--- src/rtl/exec_if.sv ---
// exec_if: issue/write-back bundle between the register-file read stage and the execute unit
interface exec_if #(
  parameter int DATA_W = 16,
  parameter int ADDR_W = 2
);
  logic              start;
  logic [2:0]        opcode;
  logic [ADDR_W-1:0] rd_addr_in;
  logic [DATA_W-1:0] rs1_data;
  logic [DATA_W-1:0] rs2_data;
  logic              busy;
  logic              done;
  logic              write_enable;
  logic [ADDR_W-1:0] rd_addr;
  logic [DATA_W-1:0] rd_data;
  logic              zero_flag;
  logic              carry_flag;
  modport master (
    output start, opcode, rd_addr_in, rs1_data, rs2_data,
    input  busy, done, write_enable, rd_addr, rd_data, zero_flag, carry_flag
  );
  modport slave (
    input  start, opcode, rd_addr_in, rs1_data, rs2_data,
    output busy, done, write_enable, rd_addr, rd_data, zero_flag, carry_flag
  );
endinterface

--- src/rtl/exec_unit.sv ---
// exec_unit: single-cycle ALU ops plus iterative shift-add MUL and restoring DIV with a one-cycle write-back pulse
module exec_unit #(
  parameter int DATA_W = 16,
  parameter int ADDR_W = 2
) (
  input logic   clk,
  input logic   rst_n,
  exec_if.slave bus
);
  localparam int CW = $clog2(DATA_W);
  localparam logic [2:0] OP_ADD = 3'b000, OP_SUB = 3'b001, OP_AND = 3'b010, OP_OR = 3'b011,
                         OP_MUL = 3'b100, OP_DIVQ = 3'b101, OP_DIVR = 3'b110, OP_NOP = 3'b111;
  typedef enum logic [1:0] {IDLE, RUN, DONE} state_t;
  state_t            state_q;
  logic [2:0]        op_q;
  logic [ADDR_W-1:0] addr_q;
  logic [DATA_W-1:0] a_q, b_q, acc_q;
  logic [CW-1:0]     cnt_q;
  logic              busy_q, done_q, we_q, zero_q, carry_q;
  logic [ADDR_W-1:0] rd_addr_q;
  logic [DATA_W-1:0] rd_data_q;
  logic [DATA_W:0]   sum_d, dif_d, rsh_d, rsub_d;
  logic [DATA_W-1:0] prod_d, rem_d, quo_d, imm_d, res_d;
  logic              imm_c_d, iter_d;
  // a_q is the multiplicand (MUL) or the dividend shifting into the quotient (DIV);
  // acc_q is the product accumulator (MUL) or the partial remainder (DIV)
  always_comb begin
    sum_d   = {1'b0, bus.rs1_data} + {1'b0, bus.rs2_data};
    dif_d   = {1'b0, bus.rs1_data} - {1'b0, bus.rs2_data};
    prod_d  = acc_q + (b_q[0] ? a_q : '0);
    rsh_d   = {acc_q, a_q[DATA_W-1]};
    rsub_d  = rsh_d - {1'b0, b_q};
    rem_d   = rsub_d[DATA_W] ? rsh_d[DATA_W-1:0] : rsub_d[DATA_W-1:0];
    quo_d   = {a_q[DATA_W-2:0], ~rsub_d[DATA_W]};
    res_d   = op_q == OP_MUL ? prod_d : op_q == OP_DIVQ ? quo_d : rem_d;
    imm_d   = bus.opcode == OP_ADD  ? sum_d[DATA_W-1:0] :
              bus.opcode == OP_SUB  ? dif_d[DATA_W-1:0] :
              bus.opcode == OP_AND  ? bus.rs1_data & bus.rs2_data :
              bus.opcode == OP_OR   ? bus.rs1_data | bus.rs2_data :
              bus.opcode == OP_DIVQ ? '1 :
              bus.opcode == OP_DIVR ? bus.rs1_data : '0;
    imm_c_d = bus.opcode == OP_ADD ? sum_d[DATA_W] : bus.opcode == OP_SUB ? dif_d[DATA_W] : 1'b0;
    iter_d  = bus.opcode == OP_MUL ||
              ((bus.opcode == OP_DIVQ || bus.opcode == OP_DIVR) && bus.rs2_data != '0);
  end
  // control FSM with registered outputs; results land in the output registers only when entering DONE
  always_ff @(posedge clk or negedge rst_n) begin
    if (!rst_n) begin
      state_q   <= IDLE;
      op_q      <= '0;
      addr_q    <= '0;
      a_q       <= '0;
      b_q       <= '0;
      acc_q     <= '0;
      cnt_q     <= '0;
      busy_q    <= 1'b0;
      done_q    <= 1'b0;
      we_q      <= 1'b0;
      zero_q    <= 1'b0;
      carry_q   <= 1'b0;
      rd_addr_q <= '0;
      rd_data_q <= '0;
    end else begin
      case (state_q)
        IDLE: begin
          done_q <= 1'b0;
          we_q   <= 1'b0;
          if (bus.start) begin
            op_q   <= bus.opcode;
            addr_q <= bus.rd_addr_in;
            a_q    <= bus.rs1_data;
            b_q    <= bus.rs2_data;
            acc_q  <= '0;
            cnt_q  <= '0;
            busy_q <= 1'b1;
            if (iter_d) begin
              state_q <= RUN;
            end else begin
              state_q   <= DONE;
              done_q    <= 1'b1;
              we_q      <= bus.opcode != OP_NOP;
              rd_addr_q <= bus.rd_addr_in;
              rd_data_q <= imm_d;
              zero_q    <= imm_d == '0;
              carry_q   <= imm_c_d;
            end
          end
        end
        RUN: begin
          cnt_q <= cnt_q + 1'b1;
          if (op_q == OP_MUL) begin
            acc_q <= prod_d;
            a_q   <= a_q << 1;
            b_q   <= b_q >> 1;
          end else begin
            acc_q <= rem_d;
            a_q   <= quo_d;
          end
          if (cnt_q == CW'(DATA_W - 1)) begin
            state_q   <= DONE;
            done_q    <= 1'b1;
            we_q      <= 1'b1;
            rd_addr_q <= addr_q;
            rd_data_q <= res_d;
            zero_q    <= res_d == '0;
            carry_q   <= 1'b0;
          end
        end
        DONE: begin
          state_q <= IDLE;
          busy_q  <= 1'b0;
          done_q  <= 1'b0;
          we_q    <= 1'b0;
        end
        default: state_q <= IDLE;
      endcase
    end
  end
  assign bus.busy         = busy_q;
  assign bus.done         = done_q;
  assign bus.write_enable = we_q;
  assign bus.rd_addr      = rd_addr_q;
  assign bus.rd_data      = rd_data_q;
  assign bus.zero_flag    = zero_q;
  assign bus.carry_flag   = carry_q;
endmodule

--- src/flat_wrapper.sv ---
// flat-port wrapper written by rule: the top's interface ports become plain ports
module exec_unit_flat 
#(
  parameter int DATA_W = 16,
  parameter int ADDR_W = 2
)
  (clk, rst_n, bus_start, bus_opcode, bus_rd_addr_in, bus_rs1_data, bus_rs2_data, bus_busy, bus_done, bus_write_enable, bus_rd_addr, bus_rd_data, bus_zero_flag, bus_carry_flag);
  exec_if #(.DATA_W(DATA_W), .ADDR_W(ADDR_W)) bus_i ();
  input logic clk;
  input logic rst_n;
  input wire logic [$bits(bus_i.start)-1:0] bus_start;
  input wire logic [$bits(bus_i.opcode)-1:0] bus_opcode;
  input wire logic [$bits(bus_i.rd_addr_in)-1:0] bus_rd_addr_in;
  input wire logic [$bits(bus_i.rs1_data)-1:0] bus_rs1_data;
  input wire logic [$bits(bus_i.rs2_data)-1:0] bus_rs2_data;
  output wire logic [$bits(bus_i.busy)-1:0] bus_busy;
  output wire logic [$bits(bus_i.done)-1:0] bus_done;
  output wire logic [$bits(bus_i.write_enable)-1:0] bus_write_enable;
  output wire logic [$bits(bus_i.rd_addr)-1:0] bus_rd_addr;
  output wire logic [$bits(bus_i.rd_data)-1:0] bus_rd_data;
  output wire logic [$bits(bus_i.zero_flag)-1:0] bus_zero_flag;
  output wire logic [$bits(bus_i.carry_flag)-1:0] bus_carry_flag;
  assign bus_i.start = bus_start;
  assign bus_i.opcode = bus_opcode;
  assign bus_i.rd_addr_in = bus_rd_addr_in;
  assign bus_i.rs1_data = bus_rs1_data;
  assign bus_i.rs2_data = bus_rs2_data;
  assign bus_busy = bus_i.busy;
  assign bus_done = bus_i.done;
  assign bus_write_enable = bus_i.write_enable;
  assign bus_rd_addr = bus_i.rd_addr;
  assign bus_rd_data = bus_i.rd_data;
  assign bus_zero_flag = bus_i.zero_flag;
  assign bus_carry_flag = bus_i.carry_flag;
  exec_unit #(.DATA_W(DATA_W), .ADDR_W(ADDR_W)) u_core (.clk(clk), .rst_n(rst_n), .bus(bus_i));
endmodule
--- config.mk ---
export PLATFORM = sky130hd
export DESIGN_NAME = exec_unit_flat
export DESIGN_NICKNAME = d
export VERILOG_FILES = /design/src/rtl/exec_if.sv /design/src/rtl/exec_unit.sv /design/src/flat_wrapper.sv
export SDC_FILE = /design/constraint.sdc
export NUM_CORES = 1
export LEC_CHECK = 0
export ABC_AREA = 1
export BUFFER_PORTS_ARGS = -buffer_cell sky130_fd_sc_hd__buf_2
export CAP_MARGIN = 20
export CORE_ASPECT_RATIO = 1.2
export CORE_MARGIN = 3
export CORE_UTILIZATION = 55
export CTS_CLUSTER_SIZE = 10
export DETAILED_ROUTE_END_ITERATION = 10
export PLACE_DENSITY = 0.84
export SYNTH_ARGS = -nofsm -noshare
export SYNTH_HDL_FRONTEND = slang
export SYNTH_SLANG_ARGS = --single-unit
--- constraint.sdc ---
create_clock -name clk -period 2.9 [get_ports clk]
set_input_delay 0.58 -clock clk [delete_from_list [all_inputs] [get_ports clk]]
set_output_delay 0.58 -clock clk [all_outputs]
set_load 0.03 [all_outputs]
==> metrics.md <==
| Metric | Value |
|---|---|
| Outcome | `finished, final reports clean` |
| Gate count of the mapped netlist | `1328` |
| Area of all sequential standard cells | `0.00205 mm²` |
| Peak ir drop on the vdd network | `0.495 mV` |
| Minimum clock period | `2.75 ns` |
| Global-route usage over all layers | `0.364` |
| Number of nets produced by synthesis | `1457` |
| Number of non-filler instances in the completed layout | `1661` |
| Die width | `120 µm` |
| Clock H-tree levels | `3` |
| Tot Pwr | `11.3 mW` |
| Count of different cell masters after synthesis | `50` |
| Startpoint kind of the worst setup timing path | `flip-flop` |
| Mean instance size in the synthesized netlist | `6.50 µm²` |
| Detail-routed net length per standard cell | `19.3 µm` |
| Cell Chain, Critical Path | `ha_1 > nand2_2 > inv_1 > nand2_1 > nand2_1 > a21oi_4 > nand2_4 > nand2_4 > nand2_8 > nand2_2 > nand3_1 > nand2_1 > nand2_1 > nor2_1 > nand3_1 > nor2_1 > nand2_1 > nand2_1 > nand2_1 > nand2_1` |
| Number of endpoints failing setup at the final stage | `0` |
| Via count of the routed design | `10016` |
| Number of synthesized flops with an enable pin | `0` |
| Source-to-sink clock delay at the later pin of the worst-skew pair | `0.34 ns` |
| P per Cell Area | `1100 mW/mm²` |
| Max frequency | `363 MHz` |
| Number of fillers in the final layout | `1409` |
| Cell with the largest stage delay on the worst path | `dfrtp_1` |
| First-iteration detailed-routing DRC count | `1086` |
| Ant. Diodes | `0` |
| Area of the multi-input gates | `0.00583 mm²` |
| Synthesis-stage register bit count | `82` |
| Largest stage delay on the critical path | `0.43 ns` |
| Gp weighted congestion | `1.05` |
| Max-slew violations | `0` |
| Drc violations | `0` |
| Final clock skew | `0.00737 ns` |
| Fraction of the cycle the final worst path needs | `0.950` |
| Static Leakage | `5.59 nW` |
| Number of antenna violations at the first check in global routing | `0` |
| Layout-stage area growth over the synthesis result | `18.6%` |
| Fraction of final layout cells with drive strength greater than 1 | `0.165` |
| Relative slew margins | `0.614` |
| Max cap viols | `0` |
| Detailed Place HPWL | `25400 µm` |
| Worst Tran Pin Value | `0.578 ns` |
| Async S/R FF share, synth | `1.00` |
| Sequential cell area fraction in the yosys report | `0.238` |
| Area of the die | `0.0172 mm²` |
| Worst Path Required | `3.18 ns` |
| Site row count | `49` |
| Clock slew at the register clock pins of the worst setup and hold paths | `0.06 ns` |
| Core area | `0.0152 mm²` |
| Initial Utilization | `0.567` |
| Number of sinks driven by the clock tree | `82` |
| Total standard cell area after synthesis | `0.00863 mm²` |
| Most repeated library cell on the critical path | `nand2_1` |
| Syn. warnings | `0` |
| Final worst hold slack | `0.220 ns` |
| Min-Delay Path Class | `in -> async` |
| Post-detailed-route via-to-cell ratio | `6.03` |
| Die Y | `143 µm` |
| Final net count | `1581` |
| Antenna-violating nets left | `0` |
| Total negative slack for setup checks | `0 ns` |
| Detailed-router iteration count before antenna repair | `7` |
| Root buffer selected by CTS | `clkbuf_16` |
| Vias in the first global route | `9545` |
| Number of buffers added by the clock tree synthesis step | `9` |
| Critical setup path kind | `reg -> reg` |
| Input/output buffers | `62` |
| First-pass GRT wire length | `49100 µm` |
| Type of element capturing the critical path | `flip-flop` |
| Largest driver fanout on the critical path | `9` |
| Largest cells by area after synthesis | `dfrtp_1 (24%), nand2_1 (15%), ha_1 (12%), inv_1 (8.8%), nand3_1 (6.1%)` |
| Total of hold buffers inserted after clock tree synthesis | `0` |
| DP Cell Count | `1640` |
| Most instantiated cells after synthesis | `nand2_1 (344), inv_1 (202), nand3_1 (105), o21ai_0 (101), nor2_1 (90)` |
| Worst Path Arrival | `3.03 ns` |
| Detailed-route wire length | `32100 µm` |
| Maximum number of pins on one net before global-route repair | `47` |
| Number of hold violations in the final report | `0` |
| TritonCTS clock tree | `yes` |
| Most repeated cell in the gate-level netlist after synthesis | `nand2_1` |
| Grt total ovfl | `0` |
| Area fraction of the dominant cell type after synthesis | `0.238` |
| Largest area contributor in the netlist | `dfrtp_1` |
| I/O Pins | `63` |
| Main flop type after synthesis | `dfrtp_1` |
| Clk buf depth | `2` |
## path summary, 6_finish.rpt
path | slack (ns) | cells past startpoint | startpoint | to
hold / removal | 0.22 | 1 | rst_n | u_core.bus.busy$_DFFE_PN0P_
hold reg to reg | 0.49 | 2 | u_core.addr_q[0]$_DFFE_PN0P_ | u_core.addr_q[0]$_DFFE_PN0P_
setup reg to reg | 0.15 | 20 | u_core.acc_q[14]$_DFFE_PN0P_ | u_core.bus.zero_flag$_DFFE_PN0P_
setup / recovery | 0.15 | 20 | u_core.acc_q[14]$_DFFE_PN0P_ | u_core.bus.zero_flag$_DFFE_PN0P_
max in group asynchronous | 2.04 | 2 | rst_n | u_core.b_q[2]$_DFFE_PN0P_
min in group clk | 0.46 | 3 | bus_rd_addr_in[0] | u_core.addr_q[0]$_DFFE_PN0P_
## flip-flops by register name, indices dropped and copies added, names as in the netlist
register,flops
u_core.acc_q,16
u_core.bus.done,1
u_core.cnt_q,4
u_core.state_q,2
u_core.b_q,16
u_core.bus.rd_addr,2
u_core.a_q,16
u_core.bus.carry_flag,1
u_core.addr_q,2
u_core.op_q,3
u_core.bus.rd_data,16
u_core.bus.write_enable,1
u_core.bus.zero_flag,1
u_core.bus.busy,1
## layout by cell type, fill, tap and decap left out, types with 4 or more instances in the layout
cell       instances
inv_1            199
nor4_1             4
buf_2             61
nand3_2           14
ha_1              77
o221ai_1          11
ha_2               5
nand2_1          334
nand4_1           15
nor3_1            10
o22ai_1           12
o211ai_1          29
xor2_1            10
nor2_1            88
nand2_2           21
nor2_2             4
o21bai_1           5
nand3_1          102
inv_2              4
dfrtp_1           82
a22oi_1            8
a21o_1            10
o21ai_0           92
nand2_4            9
xnor2_1            6
a21oi_1           85
clkbuf_16          9
o21ai_1           10
a31oi_1            5
buf_4             87
## worst max-delay path: cells and delay by family, from the launching register on
| family | cells | cell delay, ns |
|---|---|---|
| AO/OA/AOI/OAI | 1 | 0.23 |
| adder cells (fa/ha/maj) | 1 | 0.40 |
| buffers and inverters | 1 | 0.05 |
| flip-flops | 1 | 0.43 |
| AND/OR/NAND/NOR | 17 | 1.57 |
## layer usage
layer	share of wire	global-route usage	vias up	routed length, µm
li1	-	-	4645	-
met1	0.36	0.421	4553	11500
met2	0.47	0.625	637	15000
met3	0.090	0.0543	181	2880
met4	0.083	0.246	0	2680
met5	0	0	-	0
## final cells by class
class	count	area share
multi-input cells	1004	0.569
flip-flops and latches	82	0.200
repair buffers	151	0.0986
inverters	204	0.0748
well taps	204	0.0249
clock buffers	10	0.0233
clock inverters	6	0.00856
## metrics by stage
stage	utilization	cell area, µm²	setup slack (ns)
2_1_floorplan	-	8630	0.380
3_3_place_gp	0.635	9660	0.0134
3_5_place_dp	0.635	9660	-0.0240
4_1_cts	0.657	9980	0.0206
5_1_grt	0.673	10200	-0.125
6_report	0.673	10200	0.145
## report_power, final
group	total (mW)	internal, mW	switching, mW
registers	2.13	1.67	0.457
logic	7.92	2.63	5.29
clock network	1.25	0.779	0.467
total	11.3	5.08	6.22
## cells by family after synthesis
| family | Yosys count | share of synthesized area |
|---|---|---|
| xor gates and xnor gates | 16 | 0.0162 |
| and+or+nand+nor | 610 | 0.306 |
| DFF | 82 | 0.238 |
| adders and majority gates | 89 | 0.133 |
| buffers and inverters | 245 | 0.112 |
| AOI/OAI and AO/OA | 286 | 0.195 |
## what timing repair did
item | 4_1_cts | 5_1_grt
buffers inserted | 0 | 2
resized for setup | 0 | 55
endpoints found under the setup margin | 0 | 3
No activity file was read; power rests on OpenSTA's default activity.
